### src/rtl/decode_stage.sv
// RV64I decode stage: decodes the fetched word, drives the register-file read
// addresses and holds one ID/EX slot, inserting a single bubble on load-use.
module decode_stage #(
   parameter int XLEN      = 64,
   parameter bit HAZARD_EN = 1'b1
) (
   input  logic            clk,
   input  logic            rst_n,
   input  logic            if_valid,
   output logic            if_ready,
   input  logic [31:0]     if_instr,
   input  logic [XLEN-1:0] if_pc,
   input  logic            flush,
   output logic [4:0]      read_register_1,
   output logic [4:0]      read_register_2,
   input  logic [XLEN-1:0] read_data_1,
   input  logic [XLEN-1:0] read_data_2,
   output logic            ex_valid,
   input  logic            ex_ready,
   output logic [XLEN-1:0] ex_pc,
   output logic [XLEN-1:0] ex_rs1_data,
   output logic [XLEN-1:0] ex_rs2_data,
   output logic [XLEN-1:0] ex_imm,
   output logic [4:0]      ex_rs1,
   output logic [4:0]      ex_rs2,
   output logic [4:0]      ex_rd,
   output logic [6:0]      ex_opcode,
   output logic [2:0]      ex_funct3,
   output logic            ex_funct7_b5,
   output logic            ex_reg_write,
   output logic            ex_illegal
);

   localparam logic [6:0] OPC_LUI     = 7'b0110111;
   localparam logic [6:0] OPC_AUIPC   = 7'b0010111;
   localparam logic [6:0] OPC_JAL     = 7'b1101111;
   localparam logic [6:0] OPC_JALR    = 7'b1100111;
   localparam logic [6:0] OPC_BRANCH  = 7'b1100011;
   localparam logic [6:0] OPC_LOAD    = 7'b0000011;
   localparam logic [6:0] OPC_STORE   = 7'b0100011;
   localparam logic [6:0] OPC_OPIMM   = 7'b0010011;
   localparam logic [6:0] OPC_OP      = 7'b0110011;
   localparam logic [6:0] OPC_OPIMM32 = 7'b0011011;
   localparam logic [6:0] OPC_OP32    = 7'b0111011;

   typedef struct packed {
      logic [XLEN-1:0] pc;
      logic [XLEN-1:0] rs1_data;
      logic [XLEN-1:0] rs2_data;
      logic [XLEN-1:0] imm;
      logic [4:0]      rs1;
      logic [4:0]      rs2;
      logic [4:0]      rd;
      logic [6:0]      opcode;
      logic [2:0]      funct3;
      logic            funct7_b5;
      logic            reg_write;
      logic            illegal;
   } slot_t;

   slot_t           slot_q, slot_d;
   logic            valid_q, valid_d;

   logic [6:0]      opc;
   logic [4:0]      rs1_idx, rs2_idx, rd_idx;
   logic [XLEN-1:0] imm;
   logic            legal, uses_rs1, uses_rs2, writes_rd, hazard, accept;

   assign opc     = if_instr[6:0];
   assign rs1_idx = if_instr[19:15];
   assign rs2_idx = if_instr[24:20];
   assign rd_idx  = if_instr[11:7];

   assign read_register_1 = rs1_idx;
   assign read_register_2 = rs2_idx;

   // The opcode includes instr[1:0], so any non-11 low bits fall to default.
   always_comb begin
      imm       = '0;
      legal     = 1'b1;
      uses_rs2  = 1'b0;
      writes_rd = 1'b0;
      case (opc)
         OPC_LUI, OPC_AUIPC: begin
            imm       = {{(XLEN-32){if_instr[31]}}, if_instr[31:12], 12'b0};
            writes_rd = 1'b1;
         end
         OPC_JAL: begin
            imm       = {{(XLEN-20){if_instr[31]}}, if_instr[19:12], if_instr[20],
                         if_instr[30:21], 1'b0};
            writes_rd = 1'b1;
         end
         OPC_JALR, OPC_LOAD, OPC_OPIMM, OPC_OPIMM32: begin
            imm       = {{(XLEN-12){if_instr[31]}}, if_instr[31:20]};
            writes_rd = 1'b1;
         end
         OPC_STORE: begin
            imm      = {{(XLEN-12){if_instr[31]}}, if_instr[31:25], if_instr[11:7]};
            uses_rs2 = 1'b1;
         end
         OPC_BRANCH: begin
            imm      = {{(XLEN-12){if_instr[31]}}, if_instr[7], if_instr[30:25],
                        if_instr[11:8], 1'b0};
            uses_rs2 = 1'b1;
         end
         OPC_OP, OPC_OP32: begin
            uses_rs2  = 1'b1;
            writes_rd = 1'b1;
         end
         default: legal = 1'b0;
      endcase
   end

   assign uses_rs1 = !(opc == OPC_LUI || opc == OPC_AUIPC || opc == OPC_JAL);

   assign hazard = HAZARD_EN && valid_q && (slot_q.opcode == OPC_LOAD) &&
                   (slot_q.rd != 5'd0) &&
                   ((uses_rs1 && rs1_idx == slot_q.rd) || (uses_rs2 && rs2_idx == slot_q.rd));

   assign if_ready = (!valid_q || ex_ready) && !hazard && !flush;
   assign accept   = if_valid && if_ready;

   always_comb begin
      slot_d  = slot_q;
      valid_d = valid_q;
      if (flush) begin
         valid_d = 1'b0;
      end else if (accept) begin
         valid_d          = 1'b1;
         slot_d.pc        = if_pc;
         slot_d.rs1_data  = read_data_1;
         slot_d.rs2_data  = read_data_2;
         slot_d.imm       = imm;
         slot_d.rs1       = rs1_idx;
         slot_d.rs2       = rs2_idx;
         slot_d.rd        = rd_idx;
         slot_d.opcode    = opc;
         slot_d.funct3    = if_instr[14:12];
         slot_d.funct7_b5 = if_instr[30];
         slot_d.reg_write = writes_rd && (rd_idx != 5'd0);
         slot_d.illegal   = !legal;
      end else if (ex_ready) begin
         valid_d = 1'b0;
      end
   end

   always_ff @(posedge clk or negedge rst_n) begin
      if (!rst_n) begin
         valid_q <= 1'b0;
         slot_q  <= '0;
      end else begin
         valid_q <= valid_d;
         slot_q  <= slot_d;
      end
   end

   assign ex_valid     = valid_q;
   assign ex_pc        = slot_q.pc;
   assign ex_rs1_data  = slot_q.rs1_data;
   assign ex_rs2_data  = slot_q.rs2_data;
   assign ex_imm       = slot_q.imm;
   assign ex_rs1       = slot_q.rs1;
   assign ex_rs2       = slot_q.rs2;
   assign ex_rd        = slot_q.rd;
   assign ex_opcode    = slot_q.opcode;
   assign ex_funct3    = slot_q.funct3;
   assign ex_funct7_b5 = slot_q.funct7_b5;
   assign ex_reg_write = slot_q.reg_write;
   assign ex_illegal   = slot_q.illegal;

endmodule

### config.mk
export PLATFORM = sky130hd
export DESIGN_NAME = decode_stage
export DESIGN_NICKNAME = d
export VERILOG_FILES = /design/src/rtl/decode_stage.sv
export SDC_FILE = /design/constraint.sdc
export NUM_CORES = 1
export LEC_CHECK = 0
export ABC_CLOCK_PERIOD_IN_PS = 2550
export BUFFER_PORTS_ARGS = -buffer_cell sky130_fd_sc_hd__buf_4
export CORE_AREA = 5 5 200 202
export CTS_CLUSTER_DIAMETER = 100
export DETAILED_ROUTE_END_ITERATION = 7
export DIE_AREA = 0 0 205 207
export PLACE_DENSITY_LB_ADDON = 0.12
export SYNTH_ARGS = -nofsm -noshare
export SYNTH_HDL_FRONTEND = slang
export SYNTH_SLANG_ARGS = --single-unit
### constraint.sdc
create_clock -name clk -period 2.55 [get_ports clk]
set_clock_uncertainty 0.05 [all_clocks]
set_input_delay 0.51 -clock clk [delete_from_list [all_inputs] [get_ports clk]]
set_output_delay 0.51 -clock clk [all_outputs]
set_load 0.005 [all_outputs]
# --- Word-level counts from Yosys, hierarchy flattened ---
# Cells that the tools add are included.
totals:
  ff_bits: 285
  inputBits: 229
  out_inout_bits: 296
classes:
  n_mux: 7
  n_reduce_logical: 27
  eq_ne: 14
  n_bitwise: 1
ops:
  columns: ["op", "n"]
  rows:
  - ["$pmux W64 S5", 1]
  - ["$eq A7 B6 Y1 const B", 4]
  - ["$eq A7 B5 Y1 const B", 3]
  - ["$eq A7 B7 Y1 const B", 3]
  - ["$eq A7 B2 Y1 const B", 2]
  - ["$reduce_or A11 Y1", 1]
  - ["$eq A5 B5 Y1", 2]
  - ["$reduce_bool A5 Y1", 2]
  - ["$logic_and A1 B1 Y1", 9]
  - ["$reduce_or A9 Y1", 1]
  - ["$reduce_or A4 Y1", 2]
  - ["$mux W1", 6]
  - ["$logic_not A1 Y1", 5]
  - ["$logic_or A1 B1 Y1", 4]
  - ["$reduce_bool A3 Y1", 1]
  - ["$reduce_and A2 Y1", 1]
  - ["$reduce_or A2 Y1", 1]
  - ["$not A1 Y1", 1]

# --- Longest topological paths before layout ---
# Gate-level depths: netlist of run 1.
depth:
  ltp_word: 13
  ltp_mapped: 10
  depth_no_buf: 6

# --- Worst setup path after synthesis of run 1 ---
# OpenSTA, ideal clock, no wires.
synth_timing:
  kind: "input port to flip-flop"
  startpoint: "input port if_instr[3]"
  endpoint: "register slot_q, in the netlist ex_pc[34]"
  arrival_ns: 2.331
  path_slack_ns: 0.044
  path_stages: 10
  cell_sequence: "buf_4 or3b_4 a21oi_4 nor4_1 o21ai_1 nand3_1 buf_2 buf_6 buf_6 mux2_4"
synth_between:
  elab_chain_cells: 12
  elab_cells_between_ends: 21
  classes_between: "eq/ne (7); mux (1); reduce/logical (13)"
synth_rtl:
  columns: ["item", "line", "rtl"]
  rows:
  - ["from (decl)", "11", "input logic [31:0] if_instr,"]
  - ["branches (longest 5 deep; another with $eq A7 B6 Y1)", null, null]
  - ["$logic_or A1 B1 Y1 (*)", "118", "((uses_rs1 && rs1_idx == slot_q.rd) || (uses_rs2 && rs2_idx == slot_q.rd));"]
  - ["$logic_and A1 B1 Y1 (*)", "117", "(slot_q.rd != 5'd0) &&"]
  - ["$logic_not A1 Y1 (*)", "120", "assign if_ready = (!valid_q || ex_ready) && !hazard && !flush;"]
  - ["$logic_and A1 B1 Y1 (*) (2 in series)", "120", null]
  - ["$logic_and A1 B1 Y1 (*)", "121", "assign accept = if_valid && if_ready;"]
  - ["$reduce_and A2 Y1 (no line) (*)", null, null]
  - ["to (signal assigned)", "153", "slot_q <= slot_d;"]
  - ["to (decl)", "61", "slot_t slot_q, slot_d;"]
# Every way passes the cells marked *.
# A chain may end at the register's enable or synchronous reset.

# --- Final worst setup path of run 1 ---
layout_timing:
  startpoint: "register slot_q, in the netlist ex_opcode[2]"
  endpoint: "output port if_ready"
layout_between:
  elab_chain_cells: 7
layout_rtl:
  columns: ["item", "line", "rtl"]
  rows:
  - ["$eq A7 B2 Y1", "116", "assign hazard = HAZARD_EN && valid_q && (slot_q.opcode == OPC_LOAD) &&"]
  - ["$logic_and A1 B1 Y1 (2 in series)", "116", null]
  - ["$logic_and A1 B1 Y1", "117", null]
  - ["$logic_not A1 Y1", "120", null]
  - ["$logic_and A1 B1 Y1 (2 in series)", "120", null]
  - ["to (decl)", "10", "output logic if_ready,"]
# Every way passes these cells.

==> run metrics, run 1 <==
final setup violating endpoints 0; CP startpoint kind register; run status completed; initial drt markers ~280; r2r endpoint ex_rs1_data[52]; vias in the first global route between 8000 and 9000; CP required around 2 ns; number of buffer and inverter stages on the critical path 1; Leak ~8.5 nW; CTS clk-pin slew, worst paths 0.06 ns; wire per inst 19.9 microns; worst slack at placement ~0.00016 ns; Highest Clock Rate approximately 410 MHz; slowest CP cell dfrtp_1; final hold vios 0; worst-path maximum fanout 3; most used flip-flop cell after synthesis dfrtp_1; crit-path cells nor4b_2 > nand4_1 > a21oi_2 > o21ai_2 > and2_4 > buf_6; syn_area_per_cell between 15 and 20 sq um; initial antenna violation count 0; top post-synthesis cells by area dfrtp_1 58%, mux2_4 19%, mux2_2 8.5%, buf_4 2.9%, mux2i_1 2.6%; share of the synthesized area in the top cell type 0.578; peak supply drop 0.000527 V; Synth cell types 39; CP arrival roughly 1.9 ns; TritonCTS clock tree done; gpl congestion 0.806; CP endpoint kind primary output; Core Area ~38000 sq um; RSZ-0062 raised after global routing true; Starting Density 0.287; # IOs 525; largest net degree at the start of global routing just over 60; Hold Crit Class in2reg; period utilization 0.968; Reg-to-Reg Start ex_opcode[2]; Overall Global Routing Usage 0.160; final net count around 1500; Die ar. between 40000 and 50000 sq um; ANT nets after route 0; worst r2r path cells 9; DPL Wire Length between 20000 and 30000 microns; CP delay by family, top simple AND/OR/NAND/NOR gates; first-pass GRT wire length around 53000 microns; Detailed Routing Iterations Pass 1 4; Clock Root Buffer clkbuf_16; Chip Width just over 200 microns; CP Class reg2out; P&R area growth vs syn 52.0%; clk_lat worst skew 0.55 ns; # H-tree levels 1; chip height around 210 microns; TritonCTS Buffers 30; Synth Net Count 937; crit-path max cell delay around 0.42 ns; GR Overflow Total 0; # diodes 0; Synth Register Bits about 250; clock buffer depth 3; Post-Syn Instances 708; Post-Route WL around 36000 microns; worst setup path start ex_opcode[2]; number of fill cells in the layout between 3000 and 4000; Row Count 72; via count around 7600; Worst path depth 6; Power Dens Cells 731 nW/um^2; sequential area share after synthesis 0.578; I/O Buffers 524; yosys warns 0; ys async rst share 1.00; Max-slew headroom 0.642; ratio of cells with drive above 1 in the final layout 0.682; number of remaining DRC errors 0; most common cell after layout, fill and taps aside buf_4; Sink Count roughly 250; Setup WS post-layout a little over 0.08 ns; drt via density 4.24; EDFF count, synth 0; worst-margin pin slew 0.536 ns; CP endpoint if_ready; final design utilization 0.437; reg-to-reg setup timing slack 0.30 ns; post-layout min period roughly 2.5 ns; max-slew violations 0; area leader, netlist dfrtp_1; max cap viols 0; commonest cells after routing, fill and taps aside 565 x buf_4, 248 x dfrtp_1, 141 x mux2_4; Post-Syn Area 11000 sq um
-- Yosys cell counts, drive strengths merged, types with 3 or more instances --
master and number:
dfrtp 253, mux2 224, buf 74, inv 29, mux2i 29, a21oi 26, nand2 12, nor2 7
nand3 6, xnor2 6, a22o 4, nand2b 4, xor2 4, and2 3, clkbuf 3, nor3 3
nor4 3, o21ai 3
-- flip-flops by register name, summed over array words and instances (netlist names) --
name,cells
ex_imm,32
ex_funct7_b5,1
ex_opcode,7
ex_funct3,3
ex_rs2_data,64
ex_rd,5
ex_rs1,5
ex_reg_write,1
ex_valid,1
ex_illegal,1
ex_pc,64
ex_rs1_data,64
ex_rs2,5
-- worst min path at each step --
stage                          from              end  slack [ns]  depth (start not counted)
global placement    ex_rs1_data[59]  ex_rs1_data[59]        0.44                          1
global route                  flush         ex_valid        0.07                          2
CTS                           flush         ex_valid        0.06                          2
floorplan                     rst_n     ex_funct3[0]        0.16                          0
finish                        flush         ex_valid        0.11                          2
detailed placement  ex_rs1_data[27]  ex_rs1_data[27]        0.44                          1
-- area by class of cell --
| type | count | area, sq um | share of cell area |
|---|---|---|---|
| inverters | 29 | 109 | 0.00654 |
| repair buffers | 585 | 4620 | 0.277 |
| multi-input cells | 349 | 3970 | 0.238 |
| flip-flops and latches | 253 | 6340 | 0.381 |
| clock inverters | 7 | 85.1 | 0.00511 |
| clock buffers | 47 | 886 | 0.0532 |
| well taps | 518 | 648 | 0.0389 |
-- per-stage QoR --
step                      power (mW)  area, sq um  setup TNS [ns]  cells  hold slack (ns)
after floorplan                 6.21        11000               0    708            0.164
after global placement          8.00        15600               0   1728            0.440
after detailed placement        8.02        15600               0   1728            0.442
after CTS                       12.4        16600               0   1788           0.0639
after global routing            12.8        16700         -0.0266   1788           0.0692
final                           12.2        16700               0   1788            0.107
-- power breakdown --
part	leakage (nW)	switching (mW)	internal [mW]	total, mW
clock network	0.479	1.68	2.56	4.24
registers	3.04	0.397	4.66	5.05
logic	4.99	0.986	1.90	2.88
-- metal layers --
| metal | up-vias | track usage | wire [microns] |
|---|---|---|---|
| met5 | - | 0 | 0 |
| met4 | 0 | 0.0393 | 788 |
| met3 | 42 | 0.0485 | 2600 |
| met2 | 270 | 0.287 | 18600 |
| met1 | 3782 | 0.187 | 13600 |
| li1 | 3487 | - | - |
-- cell families after synthesis --
| group | count (synthesis) | share of synthesized area |
|---|---|---|
| xor+xnor | 10 | 0.00800 |
| flops | 253 | 0.578 |
| compound gates | 38 | 0.0211 |
| mux | 253 | 0.305 |
| buf+inv | 106 | 0.0642 |
| simple gates | 48 | 0.0236 |
-- what timing repair did --
action                                 CTS  global route
endpoints found under the hold margin   53             0
gates resized for setup                 10             3
hold buffers                             1             0
setup endpoints to repair                1             1
pin swaps                                5             3
setup buffers                            5             0
No activity file was read; power rests on OpenSTA's default activity.
==> run 2: changes to the inputs <==
--- a/config.mk
+++ b/config.mk
@@ -7,10 +7,10 @@
 export LEC_CHECK = 0
 export ABC_CLOCK_PERIOD_IN_PS = 2550
 export BUFFER_PORTS_ARGS = -buffer_cell sky130_fd_sc_hd__buf_4
-export CORE_AREA = 5 5 200 202
+export CORE_AREA = 3 3 204 206
 export CTS_CLUSTER_DIAMETER = 100
 export DETAILED_ROUTE_END_ITERATION = 7
-export DIE_AREA = 0 0 205 207
+export DIE_AREA = 0 0 207 209
 export PLACE_DENSITY_LB_ADDON = 0.12
 export SYNTH_ARGS = -nofsm -noshare
 export SYNTH_HDL_FRONTEND = slang
==> run 2 against run 1 <==
Effect of this change: die area increased by 2.0%; total power rose by 1.2%; routed wire length decreased by 2.1%; cell count about the same; utilization down 1.9 points; sequential share of layout area hardly changed; non-clock buffer count fell by 6; sequential power hardly changed; register-to-register slack worse by 0.05 ns; largest power group unchanged; highest routed layer unchanged.
==> run metrics, run 2 (synthesis results as in run 1) <==
run status completed; Starting Density 0.275; final design utilization 0.418; CTS clk-pin slew, worst paths 0.06 ns; # H-tree levels 1; worst-margin pin slew 0.904 ns; chip height between 200 and 250 microns; CP endpoint kind primary output; drt via density ~4.2; clk_lat worst skew between 0.5 and 0.6 ns; gpl congestion between 0.8 and 0.9; wire per inst ~19 microns; M1 GR Usage 0.197; final setup violating endpoints 0; period utilization 0.974; Reg-to-Reg Start ex_opcode[5]; Clock Root Buffer clkbuf_16; Setup WS post-layout 0.0657 ns; largest net degree at the start of global routing 64; worst r2r path cells 9; P&R area growth vs syn 52.1%; Leak about 8.5 nW; Sink Count around 250; first-pass GRT wire length around 54000 microns; Post-Layout Inst Area between 15000 and 20000 sq um; final net count between 1000 and 1500; ratio of cells with drive above 1 in the final layout 0.686; max cap viols 0; CP required between 1.5 and 2 ns; GRT busiest layer met2; worst-path maximum fanout 3; cell depth of the worst hold path 2; worst slack at placement -0.0413 ns; post-layout min period approximately 2.5 ns; vias in the first global route 8356; Overall Global Routing Usage 0.156; I/O Buffers around 520; Die ar. around 43000 sq um; clock buffer depth 3; Post-Route WL ~35000 microns; # diodes 0; commonest cells after routing, fill and taps aside 561 x buf_4, 249 x dfrtp_1, 141 x mux2_4; # IOs 525; final hold vios 0; HP Start flush; Power Dens Cells around 740 nW/um^2; r2r endpoint ex_rs1_data[9]; TritonCTS Buffers 30; CP Class reg2out; Hold Path End ex_valid; reg-to-reg setup timing slack approximately 0.25 ns; peak supply drop 0.000461 V; max-slew violations 0; Hold Crit Class in2reg; initial antenna violation count 0; Max-slew headroom 0.395; TritonCTS clock tree done; DPL Wire Length between 20000 and 30000 microns; via count ~7500; initial drt markers about 260; Detailed Routing Iterations Pass 1 4; number of remaining DRC errors 0; Row Count 73; Core Area between 30000 and 40000 sq um; CP startpoint kind register; Chip Width 207 microns; ANT nets after route 0; CP arrival about 1.9 ns; Highest Clock Rate a little over 400 MHz; met3 GRT Util 0.0471; GR Util met2 0.261; placed cell areas ~16000 sq um; most common cell after layout, fill and taps aside buf_4; GR Overflow Total 0
==> run 2: cell types whose count changed in the layout (fill, tap and decap cells not counted), sizes merged <==
cell / delta
clkinvlp: +1
buf: -6
clkbuf: -2
clkinv: +1
==> run 2: layout make-up <==
| type | instances | area, sq um |
|---|---|---|
| clock inverters | 9 | 101 |
| inverters | 29 | 109 |
| fillers | 3800 | 23200 |
| flip-flops and latches | 253 | 6340 |
| well taps | 525 | 657 |
| multi-input cells | 349 | 3980 |
| repair buffers | 579 | 4550 |
| clock buffers | 45 | 928 |
==> run 2: report_power, final <==
part,total (mW),internal (mW),switching [mW]
clock network,4.42,2.70,1.73
registers,5.05,4.65,0.396
logic,2.86,1.89,0.971
==> run 2: worst max path at each step <==
stage | to | cells after the start | start
6_report | if_ready | 6 | ex_opcode[5]
5_1_grt | if_ready | 6 | ex_opcode[5]
4_1_cts | if_ready | 6 | ex_rd[0]
3_3_place_gp | ex_rs1_data[10] | 9 | if_instr[3]
2_1_floorplan | ex_pc[34] | 10 | if_instr[3]
3_5_place_dp | ex_pc[62] | 9 | if_instr[3]
==> run 2: routing by layer <==
layer	wire length (microns)	vias to the layer above	part of all wire
li1	-	3481	-
met1	14300	3703	0.41
met2	17200	304	0.49
met3	2490	48	0.072
met4	875	0	0.025
met5	0	-	0
==> run 2: timing repair <==
action	in CTS	in global routing
resized for setup	8	5
pin swaps	4	4
hold buffers	1	0
setup buffers	3	0
endpoints found under the hold margin	49	0
setup endpoints to repair	1	1
==> run 2: critical path: stages (launching register included) <==
cell	delay [ns]
dfrtp_2	0.44
nor4b_2	0.27
nand4_1	0.13
a21oi_2	0.17
o21ai_2	0.09
and2_4	0.17
buf_6	0.11
==> run 2: stage by stage <==
step	TNS, ns	cells	total power [mW]	hold WS, ns
6_report	0	1789	12.3	0.120
5_1_grt	-0.0000153	1789	13.0	0.0850
4_1_cts	-0.0355	1789	12.6	0.0748
3_5_place_dp	-0.715	1731	8.00	0.443
3_3_place_gp	0	1731	7.99	0.433
2_1_floorplan	0	708	6.21	0.164
==> run 3: changes to the inputs <==
--- a/config.mk
+++ b/config.mk
@@ -11,7 +11,6 @@
 export CTS_CLUSTER_DIAMETER = 100
 export DETAILED_ROUTE_END_ITERATION = 7
 export DIE_AREA = 0 0 207 209
-export PLACE_DENSITY_LB_ADDON = 0.12
 export SYNTH_ARGS = -nofsm -noshare
 export SYNTH_HDL_FRONTEND = slang
 export SYNTH_SLANG_ARGS = --single-unit
==> run 3 against run 2 <==
Effect of this change: sequential cell count unchanged; utilization decreased by 0.34 points; total power decreased by 3.1%; cell count about the same; sequential power about the same; count of clock-buffer cells in the layout decreased by 2; clock power decreased by 8.4%; combinational power about the same; maximum frequency decreased by 1.1%; first-iteration DRC count increased by 47%; design area decreased by 0.80%.
==> run metrics, run 3 (synthesis results as in run 1) <==
run status completed; non-filler instance count after layout about 1800; # diodes 0; slowest CP cell dfrtp_1; Hold Path End ex_valid; Overall Power 11.9 mW; largest net degree at the start of global routing 57; number of remaining DRC errors 0; CP Class reg2out; clock buffer depth 3; peak supply drop ~0.00054 V; RSZ-0062 raised after global routing true; Reg-to-Reg Start ex_opcode[3]; worst-margin pin slew around 0.78 ns; I/O Buffers between 500 and 600; final setup violating endpoints 0; commonest cells after routing, fill and taps aside 570 x buf_4, 250 x dfrtp_1, 141 x mux2_4; drt via density 4.24; GR Overflow Total 0; cell depth of the worst hold path 2; Power Dens Cells about 720 nW/um^2; most common cell after layout, fill and taps aside buf_4; Row Count 73; final net count around 1500; CP required ~2.0 ns; max cap viols 0; number of instances in the placed design 1733; Die ar. roughly 43000 sq um; HP Start flush; met3 wire len around 2200 microns; ANT nets after route 0; first-pass GRT wire length between 50000 and 60000 microns; CP startpoint kind register; CTS clk-pin slew, worst paths 0.06 ns; Multi-input gate area ~4000 sq um; crit-path cells nor4b_2 > nand4_1 > a21oi_2 > o21ai_2 > and2_4 > buf_6; Overall Global Routing Usage 0.147; Hold Crit Class in2reg; P&R area growth vs syn 50.8%; Post-Route WL 33400 microns; # IOs 525; wire per inst about 19 microns; Max-slew headroom 0.477; Leak ~8.4 nW; crit-path max cell delay approximately 0.4 ns; Chip Width roughly 210 microns; CP endpoint kind primary output; worst r2r path cells 9; final hold vios 0; Starting Density 0.275; placed cell areas around 16000 sq um; Detailed Routing Iterations Pass 1 4; CP arrival 1.95 ns; Sink Count roughly 250; TritonCTS Buffers 29; DPL Wire Length around 26000 microns; final setup TNS 0 ns; Post-Layout Inst Area ~17000 sq um; period utilization 0.985; Clock Root Buffer clkbuf_16; reg-to-reg setup timing slack about 0.23 ns; chip height about 210 microns; worst-path maximum fanout 3; hold slack between 0.1 and 0.15 ns; initial drt markers 380; sequential cell area between 6000 and 7000 sq um; vias in the first global route 8156; WL met2 16700 microns; ratio of cells with drive above 1 in the final layout 0.681; r2r endpoint ex_rs1_data[60]; Met1 Wirelength roughly 14000 microns; gpl congestion ~0.83; max-slew violations 0; TritonCTS clock tree done; clk_lat worst skew around 0.56 ns; uppermost layer routed met4; initial antenna violation count 0; number of fill cells in the layout 3733; post-layout min period 2.51 ns; # H-tree levels 1; Highest Clock Rate around 400 MHz; Core Area 39800 sq um; via count 7593
run 3: layer usage:
| layer | GRT usage | vias up |
|---|---|---|
| li1 | - | 3484 |
| met1 | 0.185 | 3763 |
| met2 | 0.248 | 292 |
| met3 | 0.0413 | 54 |
| met4 | 0.0407 | 0 |
| met5 | 0 | - |
run 3: what timing repair did:
item                                    in CTS  in global routing
hold endpoints to repair                    48                  0
pin swaps                                    6                  2
endpoints found under the setup margin       1                  1
resized for setup                           11                  0
buffers inserted                             6                  0
hold buffers                                 1                  0
run 3: critical path: cells and delay by family, from the launching register on:
kind	cells	cell delay, ns
AND/OR/NAND/NOR	3	0.64
AO/OA/AOI/OAI	2	0.24
flip-flops	1	0.40
buffers and inverters	1	0.11
run 3: layout make-up:
class,count,share of cell area
multi-input cells,349,0.240
well taps,525,0.0398
repair buffers,584,0.275
inverters,29,0.00659
clock inverters,7,0.00538
flip-flops and latches,253,0.383
clock buffers,43,0.0501
run 3: worst max-delay path by stage:
stage                end  slack (ns)  cells past startpoint          from
4_1_cts         if_ready       -0.05                      6      ex_rd[4]
3_5_place_dp   ex_pc[54]       -0.07                      9   if_instr[3]
3_3_place_gp   ex_pc[43]      -0.006                      9   if_instr[3]
5_1_grt         if_ready       -0.07                      6  ex_opcode[3]
6_report        if_ready        0.04                      6  ex_opcode[3]
2_1_floorplan  ex_pc[34]        0.04                     10   if_instr[3]
run 3: power breakdown:
| group | total, mW | leakage (nW) | internal (mW) | switching (mW) |
|---|---|---|---|---|
| Sequential | 5.06 | 3.04 | 4.65 | 0.403 |
| Combinational | 2.84 | 4.95 | 1.89 | 0.951 |
| Clock | 4.05 | 0.452 | 2.43 | 1.62 |
run 3: per-stage QoR:
step	setup slack (ns)	util
after floorplan	0.0441	-
final	0.0383	0.415
after global placement	-0.00622	0.389
after CTS	-0.0451	0.415
after global routing	-0.0672	0.415
after detailed placement	-0.0671	0.389
